<file path="config.mk">
export PLATFORM = sky130hd
export DESIGN_NAME = rv_multicycle_ctrl
export DESIGN_NICKNAME = d
export VERILOG_FILES = /design/src/rtl/rv_multicycle_ctrl.sv
export SDC_FILE = /design/constraint.sdc
export NUM_CORES = 1
export LEC_CHECK = 0
export BUFFER_PORTS_ARGS = -buffer_cell sky130_fd_sc_hd__buf_2
export CAP_MARGIN = 20
export CORE_MARGIN = 1.5
export CORE_UTILIZATION = 30
export DETAILED_ROUTE_END_ITERATION = 7
export MAX_ROUTING_LAYER = met4
export PLACE_DENSITY = 0.59
export SYNTH_ARGS = -nofsm -noshare
export SYNTH_HDL_FRONTEND = slang
export SYNTH_SLANG_ARGS = --single-unit
</file>
<file path="constraint.sdc">
create_clock -name clk -period 3.1 [get_ports clk]
set_input_delay 0.31 -clock clk [delete_from_list [all_inputs] [get_ports clk]]
set_output_delay 0.31 -clock clk [all_outputs]
set_load 0.02 [all_outputs]
</file>
<file path="src/rtl/rv_multicycle_ctrl.sv">
// rv_multicycle_ctrl: multi-cycle RV32I control FSM sequencing fetch/decode/exec/mem over one shared memory port.
// Define CTRL_TIMEOUT_EN to trap when a memory wait lasts TIMEOUT_CYCLES cycles.
module rv_multicycle_ctrl #(
   parameter int TIMEOUT_CYCLES = 16,
   parameter int TO_W = 5
) (
   input  logic       clk,
   input  logic       rst,
   input  logic [6:0] op,
   input  logic [2:0] f3,
   input  logic       f7,
   input  logic       zero,
   input  logic       mem_ready,
   output logic       mem_req,
   output logic       mem_we,
   output logic       instr_en,
   output logic       pc_en,
   output logic       regWrite,
   output logic       branch,
   output logic       jump,
   output logic [1:0] resultSrc,
   output logic [1:0] inmSrc,
   output logic       aluSrc,
   output logic [2:0] aluControl,
   output logic       illegal
);
   typedef enum logic [2:0] {IDLE, FETCH, DECODE, EXEC, MEM, TRAP} ctrlState;
   ctrlState state, next;
   logic isR, isI, isLw, isSw, isBeq, isJal, isMemOp, legal, steerOn, memWait, timeout;
   logic [2:0] aluOp;
   logic unusedZero;
   assign unusedZero = zero;
   assign isR = op == 7'b0110011;
   assign isI = op == 7'b0010011;
   assign isLw = op == 7'b0000011;
   assign isSw = op == 7'b0100011;
   assign isBeq = op == 7'b1100011;
   assign isJal = op == 7'b1101111;
   assign isMemOp = isLw || isSw;
   assign legal = isR || isI || isMemOp || isBeq || isJal;
   assign memWait = (state == FETCH || state == MEM) && !mem_ready;
`ifdef CTRL_TIMEOUT_EN
   logic [TO_W-1:0] toCnt;
   // Any cycle that is not a stalled FETCH/MEM cycle restarts the count, so it clears on entry.
   always_ff @(posedge clk or posedge rst)
      if (rst) toCnt <= '0;
      else toCnt <= memWait ? toCnt + TO_W'(1) : '0;
   assign timeout = memWait && toCnt == TO_W'(TIMEOUT_CYCLES - 1);
`else
   logic [TO_W-1:0] unusedTo;
   assign unusedTo = TO_W'(TIMEOUT_CYCLES);
   assign timeout = 1'b0;
`endif
   always_ff @(posedge clk or posedge rst)
      if (rst) state <= IDLE;
      else state <= next;
   always_comb begin
      next = state;
      mem_req = 1'b0;
      mem_we = 1'b0;
      instr_en = 1'b0;
      pc_en = 1'b0;
      regWrite = 1'b0;
      case (state)
         IDLE: next = FETCH;
         FETCH: begin
            mem_req = 1'b1;
            instr_en = mem_ready;
            next = mem_ready ? DECODE : FETCH;
         end
         DECODE: next = legal ? EXEC : TRAP;
         EXEC: begin
            pc_en = !isMemOp;
            regWrite = isR || isI || isJal;
            next = isMemOp ? MEM : FETCH;
         end
         MEM: begin
            mem_req = 1'b1;
            mem_we = isSw;
            regWrite = mem_ready && isLw;
            pc_en = mem_ready;
            next = mem_ready ? FETCH : MEM;
         end
         default: next = TRAP;
      endcase
      if (timeout) next = TRAP;
   end
   assign illegal = state == TRAP;
   // Steering is forced to zero outside DECODE/EXEC/MEM so IDLE presents all-zero outputs.
   assign steerOn = state == DECODE || state == EXEC || state == MEM;
   assign aluOp = f3 == 3'b000 ? {2'b00, isR && f7} :
                  f3 == 3'b111 ? 3'b010 :
                  f3 == 3'b110 ? 3'b011 :
                  f3 == 3'b010 ? 3'b101 : 3'b000;
   assign branch = steerOn && isBeq;
   assign jump = steerOn && isJal;
   assign aluSrc = steerOn && (isI || isMemOp);
   assign resultSrc = !steerOn ? 2'b00 : isLw ? 2'b01 : isJal ? 2'b10 : 2'b00;
   assign inmSrc = !steerOn ? 2'b00 : isSw ? 2'b01 : isBeq ? 2'b10 : isJal ? 2'b11 : 2'b00;
   assign aluControl = !steerOn ? 3'b000 : isBeq ? 3'b001 : (isR || isI) ? aluOp : 3'b000;
endmodule

</file>
* After elaboration in Yosys (flattened, before gate mapping)
Cells that the tools add are included.
** Storage, ports and cells
- Register bits :: 3
- Input port bits :: 15
- Output and inout bits :: 16
- Word-level logic and storage cells :: 57
** Operators by class
- Eq/ne operators :: 14
- Muxes and demuxes :: 24
- Reduce and logical (&&, ||, !) cells :: 18
** Operators with widths (count)
- $mux W3 :: 10
- $mux W2 :: 8
- $pmux W3 S5 :: 1
- $eq A7 B6 Y1 const B :: 2
- $eq A7 B7 Y1 const B :: 2
- $eq A3 B3 Y1 const B :: 4
- $eq A3 B2 Y1 const B :: 3
- $logic_or A1 B1 Y1 :: 9
- $eq A7 B2 Y1 const B :: 1
- $eq A7 B5 Y1 const B :: 1
- $logic_not A3 Y1 :: 2
- $logic_and A1 B1 Y1 :: 5
- $pmux W1 S2 :: 2
- $eq A3 B1 Y1 const B :: 1
- $mux W1 :: 3
- $reduce_or A2 Y1 :: 1
- $logic_not A1 Y1 :: 1

* Depth between registers and ports, before layout
- Depth in word-level cells :: 8
- Gate-level depth with buffers :: 4

* Least setup slack after synthesis
OpenSTA, ideal clock, no wires.
- Path type :: register to output
- From :: register state[1]
- To :: output port resultSrc[1]
- Arrival :: 1.976 ns
- Data required time :: 2.790 ns
- Setup slack :: 0.814 ns
- Stages on the path, launching flop included :: 3
- Path buffers :: 0
- Path through :: dfrtp_1 or3b_1 a2111oi_0
** Between the ends
- Cells in the longest elaborated chain, start to end :: 4
** Ends and longest elaborated chain
- start: declaration :: line 28 : ctrlState state, next;
- start signal: assignment :: line 56 : else state <= next;
- $eq A3 B2 Y1 :: line 90 : assign steerOn = state == DECODE || state == EXEC || state == MEM;
- $logic_or A1 B1 Y1 :: line 90
- $logic_or A1 B1 Y1 * :: line 90
- $mux W2 * :: line 98 : assign resultSrc = !steerOn ? 2'b00 : isLw ? 2'b01 : isJal ? 2'b10 : 2'b00;
- end: declaration :: line 21 : output logic [1:0] resultSrc,
Mark *: on every way between the ends. The rest lies on a longest branch, timed or not.

* Worst setup path after layout
- From :: register state[1]
- To :: output port inmSrc[0]
** Between the ends
- Cells in the longest elaborated chain, start to end :: 4
** Ends and longest elaborated chain
- $eq A3 B2 Y1 :: line 90
- $logic_or A1 B1 Y1 :: line 90
- $logic_or A1 B1 Y1 * :: line 90
- $mux W2 * :: line 99 : assign inmSrc = !steerOn ? 2'b00 : isSw ? 2'b01 : isBeq ? 2'b10 : isJal ? 2'b11 : 2'b00;
- end: declaration :: line 22 : output logic [1:0] inmSrc,
Marked as above.

==> results.sh <==
export IMPL_outcome="finished clean"
export IMPL_synth_cell_types=37
export IMPL_cp_end_kind="output port"
export IMPL_drt_pass1_iterations=4
export IMPL_clockBufferDepth=2
export IMPL_place_congestion=0.7718
export IMPL_cts_resized=0
export IMPL_max_freq_ghz=0.4568
export IMPL_path_delay_family="simple AND/OR/NAND/NOR gates"
export IMPL_maxSlewHeadroom_pct=74.74
export IMPL_root_buffer="clkbuf_4"
export IMPL_viasPerCell=5.730
export IMPL_maxCapViolations=0
export IMPL_largestRegisters="state (3)"
export IMPL_vias=659
export IMPL_syn_area_per_cell_sq_um=7.380
export IMPL_grt_pass1_vias=580
export IMPL_crit_slowest_cell="or3b_1"
export IMPL_grt_max_degree=14
export IMPL_dpl_hpwl_um=1153
export IMPL_drv_slew=0
export IMPL_finalSetupViolCount=0
export IMPL_design_core_area_sq_um=1541
export IMPL_post_cts_buffers=0
export IMPL_layout_drive_gt1_share_pct=37.37
export IMPL_ir_drop_v=0.0004226
export IMPL_wl_met1_um=662
export IMPL_die_width_um=44.20
export IMPL_top_register="state"
export IMPL_yosysSeqAreaShare_pct=14.74
export IMPL_fin_crit_sh_pct=70.62
export IMPL_holdBufCountCts=1
export IMPL_io_pins=31
export IMPL_setup_slack_ns=0.9108
export IMPL_path_cells="or3b_1, a2111oi_4, a31o_2, buf_2"
export IMPL_drt_wirelength_per_cell_um=12.77
export IMPL_row_count=14
export IMPL_grt_ovfl_total=0
export IMPL_clk_pin_slew_ns=0.04
export IMPL_synth_ff_type="dfrtp_1"
export IMPL_dr_wl_met2_um=720
export IMPL_grt_pass1_wl_um=2373
export IMPL_synth_seq_cells=3
export IMPL_die_h_um=44.20
export IMPL_cts_buffers=3
export IMPL_wl_met3_um=84
export IMPL_clock_sinks=3
export IMPL_finClkSkew_ns=0.002281
export IMPL_yosys_top_cells_area="dfrtp_1 15%, a2111oi_4 5.4%, nand2_1 5.2%"
export IMPL_route_top_layer_used="met3"
export IMPL_synth_largest_area_cell="dfrtp_1"
export IMPL_fillers=172
export IMPL_post_route_drc_count=0
export IMPL_drt_antenna_violating_nets=0
export IMPL_cp_max_fo=13
export IMPL_cts_max_level=1
export IMPL_ys_warn_count=0
export IMPL_period_minus_slack_ns=2.189
export IMPL_largest_reg_flops=3
export IMPL_path_class="flip-flop to output port"
export IMPL_hold_viol_final=0
export IMPL_synth_top_area_share_pct=14.74
export IMPL_rsz0062_at_grt="false"
export IMPL_syn_instance_count=69
export IMPL_leakage_uw=0.0003440
export IMPL_fin_nets=115
export IMPL_ys_async_sr_fraction_pct=100.0
export IMPL_dpl_worst_slack_ns=1.153
export IMPL_start_util_pct=33.04
export IMPL_finalCoreUtilization_pct=44.81
export IMPL_crit_path_start_kind="flip-flop"
export IMPL_critPathMaxStageDelay_ns=0.52
export IMPL_worstHoldPathType="primary input to flip-flop"
export IMPL_powerDensity_nw_per_um2=547.8
export IMPL_tns_ns=0
export IMPL_synth_edf_count=0
export IMPL_diodes=0
export IMPL_die_area_sq_um=1954
export IMPL_port_buffers=29
export IMPL_grt_usage_pct=16.19
export IMPL_cp_required_ns=2.79
export IMPL_worstPathArrival_ns=1.88
export IMPL_path_buf_inv=1
export IMPL_cts_tree="built"
export IMPL_wirelength_um=1468
export IMPL_drtIter0Drc=11
export IMPL_clkLatencyLatePin_ns=0.23
export IMPL_fin_hold_ws_ns=0.4604
export IMPL_tightest_slew_ns=0.3759
export IMPL_synth_nets=84
export IMPL_antenna_found_initial=0
export IMPL_syn_to_final_growth_pct=35.63
export IMPL_syn_area_sq_um=509.2
layer usage:
layer	GRT usage, %	vias to the layer above
met5	-	-
met4	1.818	0
met3	2.857	0
met2	28.24	23
met1	20.00	310
li1	-	326
path summary, 6_finish.rpt:
kind / startpoint / endpoint / slack, ns / cells after the start
worst max-delay path: state[1] / inmSrc[0] / 0.91 / 4
worst min-delay path: mem_ready / state[2] / 0.46 / 4
worst max register to register: state[1] / state[0] / 1.82 / 3
worst min register to register: state[2] / state[2] / 0.75 / 2
max in group asynchronous: rst / state[0] / 2.49 / 3
min in group asynchronous: rst / state[2] / 0.48 / 3
final cells by class:
class                   instances  area, sq um  share of cell area, %
multi-input cells              57        395.4                  57.25
repair buffers                 30        155.1                  22.46
flip-flops and latches          3        75.07                  10.87
clock buffers                   4        26.28                  3.804
well taps                      16        20.02                  2.899
inverters                       5        18.77                  2.717
worst register-to-register path: cells and delay by family (launching register included):
kind             cells  cell delay (ns)
AND/OR/NAND/NOR      2             0.42
AO/OA/AOI/OAI        1             0.20
flip-flops           1             0.54
power by group:
group | switching [uW] | internal [uW] | total, uW
combinational | 117 | 89.1 | 207
clock | 20.5 | 48.2 | 68.7
sequential | 48.0 | 55.2 | 103
total | 186 | 193 | 378
cells in the final DEF, fill, tap and decap left out, types with 2 or more instances in the layout:
| cell type | synthesis | routed |
|---|---|---|
| a21oi_1 | 2 | 2 |
| a31oi_1 | 2 | 2 |
| and3b_1 | 3 | 3 |
| buf_2 | 3 | 29 |
| clkbuf_4 | 0 | 3 |
| dfrtp_1 | 3 | 3 |
| inv_1 | 5 | 5 |
| nand2_1 | 7 | 7 |
| nand2b_1 | 2 | 2 |
| nor2_1 | 5 | 5 |
| nor2b_1 | 2 | 2 |
| nor3_1 | 5 | 5 |
| o211ai_1 | 3 | 3 |
| o31ai_1 | 3 | 3 |
cell usage after synthesis (2+ instances only):
master,number
and3b_1,3
o211ai_1,3
buf_2,3
nor2_1,5
a31oi_1,2
nor3_1,5
o31ai_1,3
nand2b_1,2
inv_1,5
nor2b_1,2
dfrtp_1,3
a21oi_1,2
nand2_1,7
stage by stage:
step	power, uW	area, sq um	cells
6_report	378.3	690.7	115
3_3_place_gp	305.2	654.4	110
2_1_floorplan	255.1	509.2	69
3_5_place_dp	309.5	654.4	110
5_1_grt	415.1	690.7	115
4_1_cts	381.3	690.7	115
kinds of logic (layout without fill, tap and decap cells):
| kind of cell | count (synthesis) | after routing | share of synthesized area, % |
|---|---|---|---|
| xor+xnor | 2 | 2 | 3.440 |
| flops | 3 | 3 | 14.74 |
| simple gates | 36 | 36 | 42.76 |
| compound gates | 19 | 19 | 31.45 |
| buf+inv | 9 | 39 | 7.615 |
Note: power is estimated with default switching activity, not from simulation.
